==> src/rtl/tl_pkg.sv <==
// Shared definitions for the traffic-light lamp bus: the controller state
// encoding, the lamp pattern for each state, and small helpers used by the
// monitor and by anything else that needs to reason about the sequence.
package tl_pkg;

    typedef enum logic [1:0] {
        S0 = 2'b00,  // highway green, farm road red
        S1 = 2'b01,  // highway yellow, farm road red
        S2 = 2'b10,  // highway red, farm road green
        S3 = 2'b11   // highway red, farm road yellow
    } tl_state_e;

    // Lamp patterns ordered {HR, HY, HG, FR, FY, FG}
    localparam logic [5:0] LAMP_S0 = 6'b001100;
    localparam logic [5:0] LAMP_S1 = 6'b010100;
    localparam logic [5:0] LAMP_S2 = 6'b100001;
    localparam logic [5:0] LAMP_S3 = 6'b100010;

    // Legal successor of a state in the S0->S1->S2->S3->S0 ring
    function automatic tl_state_e tl_next(input tl_state_e s);
        return tl_state_e'(s + 2'd1);
    endfunction

    // Minimum hold time of a state: greens use min_green, yellows min_yellow
    function automatic int tl_min_dwell(input tl_state_e s,
                                        input int min_green,
                                        input int min_yellow);
        return ((s == S0) || (s == S2)) ? min_green : min_yellow;
    endfunction

endpackage

==> src/rtl/traffic_light_decode.sv <==
// Combinational lamp-pattern decoder: maps the six lamp lines onto a
// controller state and flags whether the pattern is one of the four legal ones.
module traffic_light_decode
    import tl_pkg::*;
(
    input  logic [5:0] lamps_i,   // {HR, HY, HG, FR, FY, FG}
    output logic       valid_o,
    output tl_state_e  state_o
);

    // Exact-match decode; anything else (including all-dark) is illegal
    always_comb begin
        valid_o = 1'b1;
        state_o = S0;
        case (lamps_i)
            LAMP_S0: state_o = S0;
            LAMP_S1: state_o = S1;
            LAMP_S2: state_o = S2;
            LAMP_S3: state_o = S3;
            default: valid_o = 1'b0;
        endcase
    end

endmodule

==> src/rtl/traffic_light_monitor.sv <==
// Run-time checker for the traffic-light lamp bus. Recovers the controller
// state from the lamp lines, tracks dwell time, and raises sticky flags for
// illegal patterns, out-of-order transitions and states left too early.
// Optional feature: define TRAFFIC_MON_CYCLE_COUNT_EN to build the counter of
// completed S3->S0 rounds; otherwise CycleCnt_o is tied to zero.
module traffic_light_monitor
    import tl_pkg::*;
#(
    parameter int MIN_GREEN  = 8,
    parameter int MIN_YELLOW = 3,
    parameter int CNT_W      = 8
) (
    input  logic             Clk_i,
    input  logic             nReset_i,
    input  logic             HR_i,
    input  logic             HY_i,
    input  logic             HG_i,
    input  logic             FR_i,
    input  logic             FY_i,
    input  logic             FG_i,
    input  logic             Clear_i,
    output logic [1:0]       State_o,
    output logic             StateValid_o,
    output logic [CNT_W-1:0] DwellCnt_o,
    output logic [CNT_W-1:0] CycleCnt_o,
    output logic             IllegalPattern_o,
    output logic             IllegalTrans_o,
    output logic             ShortDwell_o
);

    localparam logic [CNT_W-1:0] DWELL_MAX = '1;
    localparam logic [CNT_W-1:0] DWELL_ONE = CNT_W'(1);

    logic       dec_valid;
    tl_state_e  dec_state;

    tl_state_e        state_d,  state_q;
    logic             valid_d,  valid_q;
    logic [CNT_W-1:0] dwell_d,  dwell_q;
    logic             armed_d,  armed_q;
    logic             ipat_d,   ipat_q;
    logic             itrans_d, itrans_q;
    logic             short_d,  short_q;

    logic set_ipat, set_itrans, set_short;

    traffic_light_decode u_decode (
        .lamps_i ({HR_i, HY_i, HG_i, FR_i, FY_i, FG_i}),
        .valid_o (dec_valid),
        .state_o (dec_state)
    );

    // Tracking and checking: arm on the first legal sample, then check each change
    always_comb begin
        state_d    = state_q;
        dwell_d    = dwell_q;
        armed_d    = armed_q;
        valid_d    = dec_valid;
        set_ipat   = 1'b0;
        set_itrans = 1'b0;
        set_short  = 1'b0;

        if (!dec_valid) begin
            // Illegal sample: keep state/dwell, drop arming so nothing is judged
            set_ipat = 1'b1;
            armed_d  = 1'b0;
        end else if (!armed_q) begin
            state_d = dec_state;
            dwell_d = DWELL_ONE;
            armed_d = 1'b1;
        end else if (dec_state == state_q) begin
            if (dwell_q != DWELL_MAX) begin
                dwell_d = dwell_q + DWELL_ONE;
            end
        end else begin
            set_itrans = (dec_state != tl_next(state_q));
            // A saturated count meets any minimum, even one above the counter range
            set_short  = (dwell_q != DWELL_MAX) &&
                         (int'(dwell_q) < tl_min_dwell(state_q, MIN_GREEN, MIN_YELLOW));
            state_d    = dec_state;
            dwell_d    = DWELL_ONE;
        end

        // Sticky flags: a fresh detection beats a simultaneous clear
        ipat_d   = set_ipat   | (ipat_q   & ~Clear_i);
        itrans_d = set_itrans | (itrans_q & ~Clear_i);
        short_d  = set_short  | (short_q  & ~Clear_i);
    end

    // Register all tracking state and flags
    always_ff @(posedge Clk_i) begin
        if (!nReset_i) begin
            state_q  <= S0;
            valid_q  <= 1'b0;
            dwell_q  <= '0;
            armed_q  <= 1'b0;
            ipat_q   <= 1'b0;
            itrans_q <= 1'b0;
            short_q  <= 1'b0;
        end else begin
            state_q  <= state_d;
            valid_q  <= valid_d;
            dwell_q  <= dwell_d;
            armed_q  <= armed_d;
            ipat_q   <= ipat_d;
            itrans_q <= itrans_d;
            short_q  <= short_d;
        end
    end

`ifdef TRAFFIC_MON_CYCLE_COUNT_EN
    logic [CNT_W-1:0] cyc_d, cyc_q;

    // Count completed rounds: an armed, legal S3 -> S0 change; wraps
    always_comb begin
        cyc_d = cyc_q;
        if (dec_valid && armed_q && (state_q == S3) && (dec_state == S0)) begin
            cyc_d = cyc_q + DWELL_ONE;
        end
    end

    // Round counter register
    always_ff @(posedge Clk_i) begin
        if (!nReset_i) begin
            cyc_q <= '0;
        end else begin
            cyc_q <= cyc_d;
        end
    end

    assign CycleCnt_o = cyc_q;
`else
    assign CycleCnt_o = '0;
`endif

    assign State_o          = state_q;
    assign StateValid_o     = valid_q;
    assign DwellCnt_o       = dwell_q;
    assign IllegalPattern_o = ipat_q;
    assign IllegalTrans_o   = itrans_q;
    assign ShortDwell_o     = short_q;

endmodule
==> config.mk <==
export PLATFORM = sky130hd
export DESIGN_NAME = traffic_light_monitor
export DESIGN_NICKNAME = d
export VERILOG_FILES = /design/src/rtl/tl_pkg.sv /design/src/rtl/traffic_light_decode.sv /design/src/rtl/traffic_light_monitor.sv
export SDC_FILE = /design/constraint.sdc
export NUM_CORES = 1
export LEC_CHECK = 0
export CELL_PAD_IN_SITES_DETAIL_PLACEMENT = 1
export CELL_PAD_IN_SITES_GLOBAL_PLACEMENT = 2
export CORE_MARGIN = 2
export CORE_UTILIZATION = 27
export DETAILED_ROUTE_END_ITERATION = 10
export GPL_TIMING_DRIVEN = 0
export PLACE_DENSITY_LB_ADDON = 0.3
export SYNTH_ARGS = -nofsm -noshare
export SYNTH_HDL_FRONTEND = slang
export SYNTH_SLANG_ARGS = --single-unit
==> constraint.sdc <==
create_clock -name Clk_i -period 1.9 [get_ports Clk_i]
set_input_delay 0.38 -clock Clk_i [delete_from_list [all_inputs] [get_ports Clk_i]]
set_output_delay 0.38 -clock Clk_i [all_outputs]
set_load 0.03 [all_outputs]
Word level (Yosys, flattened, before mapping) --
Index checks and enable logic that the tools add are counted.
Word-level totals: register bits 15, input port bits 9, output and inout bits 22, word-level logic and storage cells 49
Cells by class: add/subtract/negate cells 2, order comparisons 1, equal/unequal tests 10, mux-type cells 16, bitwise logic cells 7, reductions and logical operators 6
Operators by type and width (number):
- 8-bit 2-to-1 mux | 3
- 6-bit == test (second input constant) | 2
- 1-bit 2-to-1 mux | 9
- 8-bit by 1-bit adder with 8-bit output (second input constant) | 1
- 8-bit by 4-bit less-than comparator with 1-bit output | 1
- 8-bit inequality test (second input constant) | 1
- 6-bit by 4-bit == test with 1-bit output (second input constant) | 1
- 6-bit by 5-bit == test with 1-bit output (second input constant) | 1
- 2-bit one-hot mux with 3 select lines | 1
- 2-bit 2-to-1 mux | 2
- 4-bit 2-to-1 mux | 1
- 2-bit AND reduction | 2
- 4-bit OR reduction | 1
- 1-bit bitwise AND | 3
- 3-bit by 2-bit inequality test with 1-bit output (second input constant) | 1
- 1-bit OR | 3
- 2-bit by 1-bit adder with 2-bit output (second input constant) | 1
- 2-bit == test | 1
- 2-bit == test (second input constant) | 1
- 2-bit zero test | 1
- 2-bit inequality test | 1
- 2-bit inequality test (second input constant) | 1
- 1-bit logical AND | 1
- 1-bit logical OR | 1
- 1-bit inverter | 1

Logic depth before layout (Yosys ltp) --
word-level depth 9, depth in mapped cells 6, gate-level depth less buffers 6

By module --
A second synthesis with hierarchy kept.
Second synthesis, totals: cell total of the unflattened synthesis 103, area total of the unflattened synthesis 887.1 sq um
By module, submodules not included:
- traffic_light_monitor | instances 1, cells an instance 89, area an instance 797.0 sq um, seq. area each 280.3 sq um
- traffic_light_decode | instances 1, cells an instance 14, area an instance 90.1 sq um, seq. area each 0.0 sq um

Least setup slack after synthesis --
OpenSTA, ideal clock, no wires.
kind reg2reg, start register dwell_q[0], in the netlist DwellCnt_o[0], end register dwell_q[3], in the netlist DwellCnt_o[3], library setup time 0.103 ns, arrival time 1.757 ns, data required time 1.797 ns, slack 0.039 ns, cell stages (with the launch flop) 7, path buffers 0, clock period less this slack 1.861 ns, cells stage by stage dfxtp_1 ha_1 and3_2 nand3_1 nand3_1 o21ai_0 a2111oi_2
Between the ends: word-level cells in the longest chain between the ends 4, elaborated cells on any way between the ends 7, those cells by class 1 x add/sub; 2 x eq/ne; 3 x mux; 1 x reduce/logical
Ends and longest elaborated chain:
- from (decl) | line traffic_light_monitor.sv:39 | logic [CNT_W-1:0] dwell_d, dwell_q;
- from (signal assigned) | line traffic_light_monitor.sv:103 | dwell_q <= dwell_d;
- 8-bit by 1-bit adder with 8-bit output | line traffic_light_monitor.sv:73 | dwell_d = dwell_q + DWELL_ONE;
- 8-bit 2-to-1 mux | line traffic_light_monitor.sv:72 | if (dwell_q != DWELL_MAX) begin
- 8-bit 2-to-1 mux | line traffic_light_monitor.sv:71 | end else if (dec_state == state_q) begin
- 8-bit 2-to-1 mux | line traffic_light_monitor.sv:67 | end else if (!armed_q) begin
Several ways; a longest one is shown, not always the timed one. The select of a mux whose other input is x is not followed. A chain may end at the register's enable or synchronous reset.

Worst setup path in the final report --
start input FR_i, end register dwell_q[0], in the netlist DwellCnt_o[0]
Between the ends: word-level cells in the longest chain between the ends 5, elaborated cells on any way between the ends 12, those cells by class 6 x eq/ne; 4 x mux; 2 x reduce/logical
Ends and longest elaborated chain:
- from (decl) | line traffic_light_monitor.sv:18 | input logic FR_i,
- 6-bit == test / 6-bit by 5-bit == test with 1-bit output (equally long branches) | line traffic_light_decode.sv:15 | case (lamps_i)
- 2-bit one-hot mux with 3 select lines | line traffic_light_decode.sv:15
- 2-bit == test | line traffic_light_monitor.sv:71
- 3-bit by 2-bit inequality test with 1-bit output (no source line) / 8-bit 2-to-1 mux (equally long branches)
- 2-bit AND reduction (no source line) / 8-bit 2-to-1 mux (equally long branches)
Several ways; a longest one is shown, not always the timed one.

==> metrics.txt <==
CTS Buffer Depth 2; # port buffers 22; Synth Area per Inst 9.32 um2; core box area 3690 um2; CTS tree yes; PD cells 497 nW/um2; Final HPWL DP 2.35 mm; worst stage delay on the critical path 0.60 ns; Yosys Warn Count 0; Ports 31; Clock Skew 0.0105 ns; largest net degree at the start of global routing 11; LEAKAGE 0.000631 uW; Clk pin slew, worst setup/hold paths 0.07 ns; row cnt 22; WS Path Type primary input to flip-flop; violated checks setup timing; max cap viols 0; FF+latch count, synth 14; Yosys cell types 52; Cell Chain, Critical Path dlygate4sd2_1 -> or4b_4 -> nor3_4 -> nor2_4 -> a41oi_2 -> o221a_1; gpl congestion 0.800; clk root buf clkbuf_8; first-pass GRT wire length 5.08 mm; worst min-delay path category flip-flop to flip-flop; vias per cell 4.98; Critical Path AT 2.10 ns; Initial Utilization 0.283; endpoints failing hold 0; area grow syn2layout 47.1%; vias in the first global route 1007; routed wire length 3.23 mm; worst slack, placed -0.678 ns; drt pass-1 iters 4; Die Height 66.2 um; CTS Sinks 14; status complete, but fails checks; H-tree levels 1; Main synth FF type dfxtp_1; Compound-Gate Fraction of Synth Area 0.255; setup repair after global routing missed its margin yes; Cell Area, Synth 1040 um2; crit end category flip-flop; critical path depth in cells 6; Seq/Total Area, Yosys 0.269; Simple-Gate Fraction of Synth Area 0.284; Reg2Reg Depth 6; DRT antenna net count 0; Final Net Count 167; die area 4380 um2; WP data required 2.09 ns; clk_lat worst skew 0.25 ns; slowest cell on the critical path or4b_4; mux share of post-synthesis cell area 0.00959; DRT iter0 DRCs 55; Post-Synthesis Cells 112; Max Freq 0.525 GHz; EDFF count, synth 0; setup TNS -0.00360 ns; Worst Path Buf+Inv 1; Slew Limit Fails 0; cell taking the most area after synthesis dfxtp_1; Final period util 1.00; share of layout cells above drive strength 1 0.325; Synth Area in XOR/XNOR 0.0588; top-count cell post-synth dfxtp_1; grt total ovfl 0; maximum vdd drop 0.307 mV; largest family of logic cells by synthesized area simple AND/OR/NAND/NOR gates; proportion of netlist area held by the largest area contributor 0.269; hold path depth 2; via count 1005; largest delay contributor family on the critical path simple AND/OR/NAND/NOR gates; initial antenna violation count 0; endpoints failing setup 1; CTS buffer count 3; min Tclk post-route 1.90 ns; Startpoint Class primary input; WL/cell 16.0 um; GRT Util Overall 0.151; top post-synthesis cells by area dfxtp_1 27%, buf_4 5.8%, a21oi_1 3.8%, nand3_1 3.8%, ha_1 3.6%; Post-Synth Adder-Cell Area 0.0360; Die X 66.2 um; Setup WS post-layout -0.00360 ns; CP max FO 5; most frequent cells after synthesis 14 x dfxtp_1, 10 x nand2_1, 8 x a21oi_1, 8 x buf_4, 8 x nand3_1; diode count 0; FFs w/ async S/R, synth 0; DRC 0; fin util 0.416; total power 763 uW
## metal layers
metal / global-route usage / wire length [um] / vias to the layer above
li1: - / - / 498
met1: 0.182 / 1420 / 483
met2: 0.260 / 1680 / 20
met3: 0.0409 / 99 / 4
met4: 0.0434 / 28 / 0
met5: 0 / 0 / -
## cell families (layout without fill, tap and decap cells)
group                      Yosys count  in the layout
muxes                                1              1
DFF                                 14             14
buffers and inverters               12             46
other                                1              8
and+or+nand+nor                     47             48
adders and majority gates            3              3
xor gates and xnor gates             4              4
AOI/OAI and AO/OA                   30             30
## path summary, 6_finish.rpt
kind / from / endpoint / slack, ns
setup / recovery: FR_i / DwellCnt_o[0] / -0.004
hold / removal: IllegalTrans_o / IllegalTrans_o / 0.47
setup reg to reg: DwellCnt_o[1] / DwellCnt_o[3] / 0.16
hold reg to reg: IllegalTrans_o / IllegalTrans_o / 0.47
## cells in the final DEF (no fill, tap or decap), types with 3 or more instances in the layout
master,n
nor2_1,6
nand4_1,4
dlygate4sd2_1,6
conb_1,8
clkbuf_8,4
buf_4,15
clkdlybuf4s50_1,11
a21oi_1,8
dlymetal6s2s_1,4
nand2_1,10
dfxtp_2,3
dfxtp_1,11
nand3_1,6
## metrics by stage
stage	instance area, um2	hold slack [ns]	instances
after floorplan	1070	0.522	119
after global placement	1350	0.462	189
after detailed placement	1350	0.461	189
after CTS	1470	0.472	198
after global routing	1540	0.494	202
final	1540	0.468	202
## power by group
group | switching, uW | internal, uW
sequential | 5.47 | 298
clock | 122 | 184
combinational | 89.8 | 64.5
## worst register-to-register path: cells and delay by family (launching register included)
family	cells	cell delay [ns]
fa+ha+maj	1	0.24
flops	1	0.39
simple gates	3	0.59
compound gates	2	0.43
## final cells by class
type	instances	area (um2)
flip-flops and latches	14	284
clock buffers	4	55.1
inverters	2	7.51
plain buffers	10	80.1
multi-input cells	94	758
well taps	48	60.1
repair buffers	30	290
fillers	447	2150
## state kept, by name, indices dropped and copies added (netlist names)
name / flops
IllegalPattern_o: 1
StateValid_o: 1
DwellCnt_o: 8
IllegalTrans_o: 1
State_o: 2
ShortDwell_o: 1
## what timing repair did
action                                  4_1_cts  5_1_grt
hold endpoints to repair                      0        0
pin swaps                                     5        3
hold buffers                                  0        0
endpoints found under the setup margin       13        9
cloned                                        1        0
gates resized for setup                      15       11
buffers inserted                              4        4
No activity file was read; power rests on OpenSTA's default activity.
